File: src/rtl/comm_master.sv
// comm_master: host-side command transmitter with a response receiver.
// TX sends a 3-byte frame (cmd, data[15:8], data[7:0]) as 8N1 UART bytes
// back-to-back; RX captures single response bytes and flags them with resp_rdy.
module comm_master #(
    parameter int BAUD_DIV = 2604
) (
    input  logic        clk,
    input  logic        rst,
    input  logic [7:0]  cmd,
    input  logic [15:0] data,
    input  logic        snd_cmd,
    input  logic        clr_resp_rdy,
    input  logic        RX,
    output logic        TX,
    output logic        frm_snt,
    output logic [7:0]  resp,
    output logic        resp_rdy
);

    localparam int CNT_W = (BAUD_DIV > 2) ? $clog2(BAUD_DIV) : 2;
    localparam logic [CNT_W-1:0] CNT_ZERO  = CNT_W'(0);
    localparam logic [CNT_W-1:0] CNT_ONE   = CNT_W'(1);
    localparam logic [CNT_W-1:0] BAUD_LAST = CNT_W'(BAUD_DIV - 1);
    localparam logic [CNT_W-1:0] HALF_LAST = CNT_W'(BAUD_DIV / 2 - 1);

    typedef enum logic [1:0] {
        ST_IDLE     = 2'd0,
        ST_SEND_CMD = 2'd1,
        ST_SEND_HI  = 2'd2,
        ST_SEND_LO  = 2'd3
    } tx_state_e;

    // Line level for position idx of an 8N1 byte: 0 = start, 1..8 = data LSB first, 9 = stop.
    function automatic logic frame_bit(input logic [7:0] b, input logic [3:0] idx);
        logic [3:0] j;
        logic       v;
        j = idx - 4'd1;
        if (idx == 4'd0) begin
            v = 1'b0;
        end else if (idx <= 4'd8) begin
            v = b[j[2:0]];
        end else begin
            v = 1'b1;
        end
        return v;
    endfunction

    // ---------------- transmitter ----------------
    tx_state_e        state_q, state_d;
    logic [15:0]      data_q, data_d;
    logic [7:0]       tx_byte_q, tx_byte_d;
    logic [3:0]       tx_bit_q, tx_bit_d;
    logic [CNT_W-1:0] tx_cnt_q, tx_cnt_d;
    logic             tx_q, tx_d;
    logic             frm_snt_q, frm_snt_d;
    logic             tx_bit_end_s;
    logic             tx_byte_end_s;

    // Bit and byte boundary strobes for the transmit bit timer.
    always_comb begin
        tx_bit_end_s  = (tx_cnt_q == BAUD_LAST);
        tx_byte_end_s = tx_bit_end_s && (tx_bit_q == 4'd9);
    end

    // FSM state register; reset aborts any frame in progress.
    always_ff @(posedge clk or posedge rst) begin
        if (rst) begin
            state_q <= ST_IDLE;
        end else begin
            state_q <= state_d;
        end
    end

    // FSM next state: one byte per sending state, advancing at the end of each stop bit.
    always_comb begin
        state_d = state_q;
        case (state_q)
            ST_IDLE: begin
                if (snd_cmd) begin
                    state_d = ST_SEND_CMD;
                end else begin
                    state_d = ST_IDLE;
                end
            end
            ST_SEND_CMD: begin
                if (tx_byte_end_s) begin
                    state_d = ST_SEND_HI;
                end else begin
                    state_d = ST_SEND_CMD;
                end
            end
            ST_SEND_HI: begin
                if (tx_byte_end_s) begin
                    state_d = ST_SEND_LO;
                end else begin
                    state_d = ST_SEND_HI;
                end
            end
            ST_SEND_LO: begin
                if (tx_byte_end_s) begin
                    state_d = ST_IDLE;
                end else begin
                    state_d = ST_SEND_LO;
                end
            end
            default: begin
                state_d = ST_IDLE;
            end
        endcase
    end

    // FSM outputs and TX datapath: capture, bit timing, byte loading and the sticky frm_snt.
    always_comb begin
        data_d    = data_q;
        tx_byte_d = tx_byte_q;
        tx_bit_d  = tx_bit_q;
        tx_cnt_d  = tx_cnt_q;
        tx_d      = tx_q;
        frm_snt_d = frm_snt_q;
        case (state_q)
            ST_IDLE: begin
                if (snd_cmd) begin
                    data_d    = data;
                    tx_byte_d = cmd;
                    tx_bit_d  = 4'd0;
                    tx_cnt_d  = CNT_ZERO;
                    tx_d      = 1'b0;
                    frm_snt_d = 1'b0;
                end else begin
                    tx_d = 1'b1;
                end
            end
            default: begin
                if (tx_bit_end_s) begin
                    tx_cnt_d = CNT_ZERO;
                    if (tx_bit_q == 4'd9) begin
                        tx_bit_d = 4'd0;
                        case (state_q)
                            ST_SEND_CMD: begin
                                tx_byte_d = data_q[15:8];
                                tx_d      = 1'b0;
                            end
                            ST_SEND_HI: begin
                                tx_byte_d = data_q[7:0];
                                tx_d      = 1'b0;
                            end
                            default: begin
                                tx_d      = 1'b1;
                                frm_snt_d = 1'b1;
                            end
                        endcase
                    end else begin
                        tx_bit_d = tx_bit_q + 4'd1;
                        tx_d     = frame_bit(tx_byte_q, tx_bit_q + 4'd1);
                    end
                end else begin
                    tx_cnt_d = tx_cnt_q + CNT_ONE;
                end
            end
        endcase
    end

    // Transmit datapath registers; TX is held high by reset.
    always_ff @(posedge clk or posedge rst) begin
        if (rst) begin
            data_q    <= 16'h0000;
            tx_byte_q <= 8'h00;
            tx_bit_q  <= 4'd0;
            tx_cnt_q  <= CNT_ZERO;
            tx_q      <= 1'b1;
            frm_snt_q <= 1'b0;
        end else begin
            data_q    <= data_d;
            tx_byte_q <= tx_byte_d;
            tx_bit_q  <= tx_bit_d;
            tx_cnt_q  <= tx_cnt_d;
            tx_q      <= tx_d;
            frm_snt_q <= frm_snt_d;
        end
    end

    // ---------------- receiver ----------------
    logic             rx_meta_q, rx_sync_q, rx_prev_q;
    logic             rx_busy_q, rx_busy_d;
    logic [3:0]       rx_bit_q, rx_bit_d;
    logic [CNT_W-1:0] rx_cnt_q, rx_cnt_d;
    logic [7:0]       rx_shift_q, rx_shift_d;
    logic [7:0]       resp_q, resp_d;
    logic             resp_rdy_q, resp_rdy_d;
    logic             rx_start_s;
    logic             rx_done_s;

    // Receive sequencing: start detect, mid-bit sampling, glitch reject and byte completion.
    always_comb begin
        rx_busy_d  = rx_busy_q;
        rx_bit_d   = rx_bit_q;
        rx_cnt_d   = rx_cnt_q;
        rx_shift_d = rx_shift_q;
        resp_d     = resp_q;
        rx_done_s  = 1'b0;
        rx_start_s = (!rx_busy_q) && rx_prev_q && (!rx_sync_q);
        if (!rx_busy_q) begin
            if (rx_start_s) begin
                rx_busy_d = 1'b1;
                rx_bit_d  = 4'd0;
                rx_cnt_d  = HALF_LAST;
            end else begin
                rx_busy_d = 1'b0;
            end
        end else if (rx_cnt_q == CNT_ZERO) begin
            rx_cnt_d = BAUD_LAST;
            case (rx_bit_q)
                4'd0: begin
                    if (rx_sync_q) begin
                        rx_busy_d = 1'b0;
                    end else begin
                        rx_bit_d = 4'd1;
                    end
                end
                4'd9: begin
                    resp_d    = rx_shift_q;
                    rx_done_s = 1'b1;
                    rx_busy_d = 1'b0;
                end
                default: begin
                    rx_shift_d = {rx_sync_q, rx_shift_q[7:1]};
                    rx_bit_d   = rx_bit_q + 4'd1;
                end
            endcase
        end else begin
            rx_cnt_d = rx_cnt_q - CNT_ONE;
        end
    end

    // resp_rdy: byte completion wins over clear requests and new start bits.
    always_comb begin
        if (rx_done_s) begin
            resp_rdy_d = 1'b1;
        end else if (clr_resp_rdy || rx_start_s) begin
            resp_rdy_d = 1'b0;
        end else begin
            resp_rdy_d = resp_rdy_q;
        end
    end

    // Receiver registers including the two-flop RX synchronizer and edge history.
    always_ff @(posedge clk or posedge rst) begin
        if (rst) begin
            rx_meta_q  <= 1'b1;
            rx_sync_q  <= 1'b1;
            rx_prev_q  <= 1'b1;
            rx_busy_q  <= 1'b0;
            rx_bit_q   <= 4'd0;
            rx_cnt_q   <= CNT_ZERO;
            rx_shift_q <= 8'h00;
            resp_q     <= 8'h00;
            resp_rdy_q <= 1'b0;
        end else begin
            rx_meta_q  <= RX;
            rx_sync_q  <= rx_meta_q;
            rx_prev_q  <= rx_sync_q;
            rx_busy_q  <= rx_busy_d;
            rx_bit_q   <= rx_bit_d;
            rx_cnt_q   <= rx_cnt_d;
            rx_shift_q <= rx_shift_d;
            resp_q     <= resp_d;
            resp_rdy_q <= resp_rdy_d;
        end
    end

    assign TX       = tx_q;
    assign frm_snt  = frm_snt_q;
    assign resp     = resp_q;
    assign resp_rdy = resp_rdy_q;

endmodule

File: config.mk
export PLATFORM = sky130hd
export DESIGN_NAME = comm_master
export DESIGN_NICKNAME = d
export VERILOG_FILES = /design/src/rtl/comm_master.sv
export SDC_FILE = /design/constraint.sdc
export NUM_CORES = 1
export LEC_CHECK = 0
export CORE_ASPECT_RATIO = 1.1
export CORE_MARGIN = 1
export CORE_UTILIZATION = 48
export CTS_CLUSTER_DIAMETER = 40
export DETAILED_ROUTE_END_ITERATION = 8
export GPL_ROUTABILITY_DRIVEN = 1
export PLACE_DENSITY = 0.69
export SETUP_SLACK_MARGIN = 0.02
export SKIP_LAST_GASP = 1
export SLEW_MARGIN = 20
export SYNTH_ARGS = -nofsm -noshare
export SYNTH_HDL_FRONTEND = slang
export SYNTH_SLANG_ARGS = --single-unit
export TNS_END_PERCENT = 1
File: constraint.sdc
create_clock -name clk -period 6.1 [get_ports clk]
set_clock_uncertainty 0.1 [all_clocks]
set_input_delay 0.61 -clock clk [delete_from_list [all_inputs] [get_ports clk]]
set_output_delay 0.61 -clock clk [all_outputs]
set_load 0.05 [all_outputs]
==> summary.md <==
| Metric | Value |
|---|---|
| Status | complete, but fails checks |
| Violated checks | design-rule violations |
| Post-cts sizing count | 0 |
| Area Growth Syn to Fin | 17.3% |
| Root buffer cell | clkbuf_8 |
| CP Cell Sequence | inv_1, ha_1, a31o_2, o21ai_0, nor3_2, mux2_2 |
| Mean area per synthesized cell | 10.8 µm² |
| # IOs | 40 |
| Number of synthesized register bits | 81 |
| Sw frac | 26.6% |
| Clock power share | 36.6% |
| Total Negative Setup Slacks | 0 ps |
| Most frequent cell after synthesis | dfrtp_1 |
| Area leader, netlist | dfrtp_1 |
| Global-route wire length before repair | 13400 µm |
| Vias in the first global route | 3023 |
| Final Slew Violations | 0 |
| Syn Inst Count | 379 |
| WS Path Type | reg2reg |
| Sequential area share after synthesis | 49.5% |
| H-tree depth | 3 |
| Antenna violations before repair | 0 |
| RSZ-0062 raised after global routing | no |
| Worst Max-Slew Pin Slew | 890 ps |
| Synth Area in Compound Gates | 12.4% |
| Gr ovfl total | 0 |
| Power share of the combinational group | 13.9% |
| Cell Area, Synth | 4110 µm² |
| Final Setup Violations | 0 |
| Post-route setup slack | 3150 ps |
| CP Data Required Time | 6220 ps |
| CP max stage cell | ha_1 |
| Post-CTS setup buffer count | 0 |
| WL final | 7520 µm |
| Placed cell areas | 4570 µm² |
| Hold-fix buffers at CTS | 0 |
| Top cells by count, synth | 77 x dfrtp_1, 40 x o21ai_0, 39 x nand2_1 |
| Max Clk Rate | 339 MHz |
| Final Net Count | 456 |
| DR DRC count | 2 |
| Routed len/inst | 14.2 µm |
| Number of flops mapped to enable cells by yosys | 0 |
| Vias per cell | 5.46 |
| Share of layout cells above drive strength 1 | 16.7% |
| Crit start category | flip-flop |
| Relative slew slack | 40.6% |
| Final Cycle Share | 48.4% |
| Seq pwr share | 49.6% |
| Final GP Congestion | 0.790 |
| Psw | 337 µW |
| Post-synthesis cell type count | 55 |
| Max VDD drop | 277 µV |
| Clock Latency Late Sink | 350 ps |
| Pwr Total | 1260 µW |
| Worst EP arrival | 3080 ps |
| Worst path max stage delay | 750 ps |
| Post-Syn Nets | 421 |
| Via count | 2895 |
| TritonCTS clock tree | built |
| Pwr/cell area | 263 nW/µm² |
| Fin area | 4810 µm² |
| Cell family with most CP delay | adder cells |
| DR pass1 iterations | 6 |
| Pre-CTS setup slack | 3150 ps |
| Filler instances | 682 |
| Post-route ant nets | 0 |
| N_diodes | 0 |
| Worst hold path type | reg2reg |
| Synth area leaders | dfrtp_1 47%, mux2_2 9.1%, o21ai_0 4.9% |
| Final min period | 2950 ps |
| Largest family of logic cells by synthesized area | multiplexers |
| WP buf/inv | 1 |
| Total CTS buffers | 9 |
| Final Hold Fails | 0 |
| Non-filler cells in the finished layout | 530 |
| Largest net degree at the start of global routing | 82 |
| Clk pin slew, worst setup/hold paths | 80 ps |
| Post-Synth Simple-Gate Area | 14.1% |
| Total global-route track usage | 18.8% |
| Synth top area share | 46.9% |
| Die Ht | 99.0 µm |
| Crit path max fanout | 30 |
| Core Rows | 35 |
| Synth warn | 0 |
| CTS Sinks | 81 |
| Pleak | 0.00216 µW |
| Crit end category | flip-flop |
| Initial Util | 49.3% |
| Prevailing post-synth register cell | dfrtp_1 |
| DPL Wire Length | 5280 µm |
| Clock tree buffer depth | 2 |
| Die area | 8930 µm² |
| Post-Place Cells | 514 |
| Xor and xnor area share after synthesis | 1.40% |
| FFs w/ async S/R, synth | 100% |
| Initial DRC Count | 130 |
| Core area | 8320 µm² |
| I/O Buffers | 39 |
| Cell Int Power | 927 µW |
| Max-cap violations | 0 |
| Mux share of post-synthesis cell area | 15.8% |
| Die X | 90.2 µm |
| Synth Area in Adders | 3.96% |
[metrics by stage]
| stage | utilization (%) | hold WS [ps] |
|---|---|---|
| final | 57.8 | 260 |
| after global routing | 57.8 | 271 |
| after CTS | 57.8 | 261 |
| after detailed placement | 55.0 | 249 |
| after global placement | 55.0 | 247 |
| after floorplan | - | 245 |
[power by group through the flow]
stage | combinational, µW | clock, µW | sequential (µW)
6_report | 175 | 462 | 626
5_1_grt | 204 | 496 | 632
4_1_cts | 177 | 475 | 625
3_5_place_dp | 177 | 0 | 635
3_3_place_gp | 169 | 0 | 633
2_1_floorplan | 132 | 0 | 619
[per-layer routing]
layer	vias up	share of wire, %	GRT usage, %
met5	-	0	0
met3	11	2.3	3.01
met4	0	1.9	8.19
met1	1409	45	22.3
li1	1441	-	-
met2	34	51	33.8
[area by class of cell]
type,instances,area [µm²],share of cell area (%)
sequential,81,2030,42.2
multi-input combinational,269,1960,40.6
timing repair buffer,40,402,8.34
tap,111,139,2.89
clock buffer,11,131,2.73
clock inverter,5,104,2.16
inverter,13,50.0,1.04
[cells by family after synthesis]
kind of cell             Yosys count
AND/OR/NAND/NOR                  114
AO/OA/AOI/OAI                     83
flip-flops                        81
multiplexers                      54
buffers and inverters             29
adder cells (fa/ha/maj)           13
XOR/XNOR                           5
[worst register-to-register path, stage by stage (launching register included)]
cell and delay [ps]:
dfrtp_1 410, inv_1 90, ha_1 750, a31o_2 340
o21ai_0 200, nor3_2 540, mux2_2 400
[worst paths after layout]
check / start / to / slack [ps] / cells past startpoint
max reg2reg: state_q[0] / tx_byte_q[3] / 3150 / 6
min in group asynchronous: rst / resp[0] / 650 / 3
max in group asynchronous: rst / data_q[7] / 4750 / 3
min reg2reg: rx_meta_q / rx_sync_q / 260 / 0
min: rx_meta_q / rx_sync_q / 260 / 0
max: state_q[0] / tx_byte_q[3] / 3150 / 6
[flip-flops by register name, summed over array words and instances (netlist names)]
name	cells
tx_cnt_q	12
rx_bit_q	4
state_q	2
rx_cnt_q	12
resp_rdy	1
frm_snt	1
TX	1
rx_shift_q	8
rx_sync_q	1
rx_busy_q	1
resp	8
data_q	16
tx_bit_q	4
tx_byte_q	8
rx_meta_q	1
rx_prev_q	1
[cells in the final DEF (no fill, tap or decap), types with 6 or more instances in the layout]
cell,instances
nand2_1,39
nand3_1,10
mux2_4,8
mux2_2,33
mux2i_1,11
a31oi_1,8
o21ai_0,40
dfrtp_1,77
a21oi_1,8
nand4_1,6
nor2_1,22
clkdlybuf4s50_1,39
ha_1,13
inv_1,12
clkbuf_8,9
(Power assumes the default switching activity.)
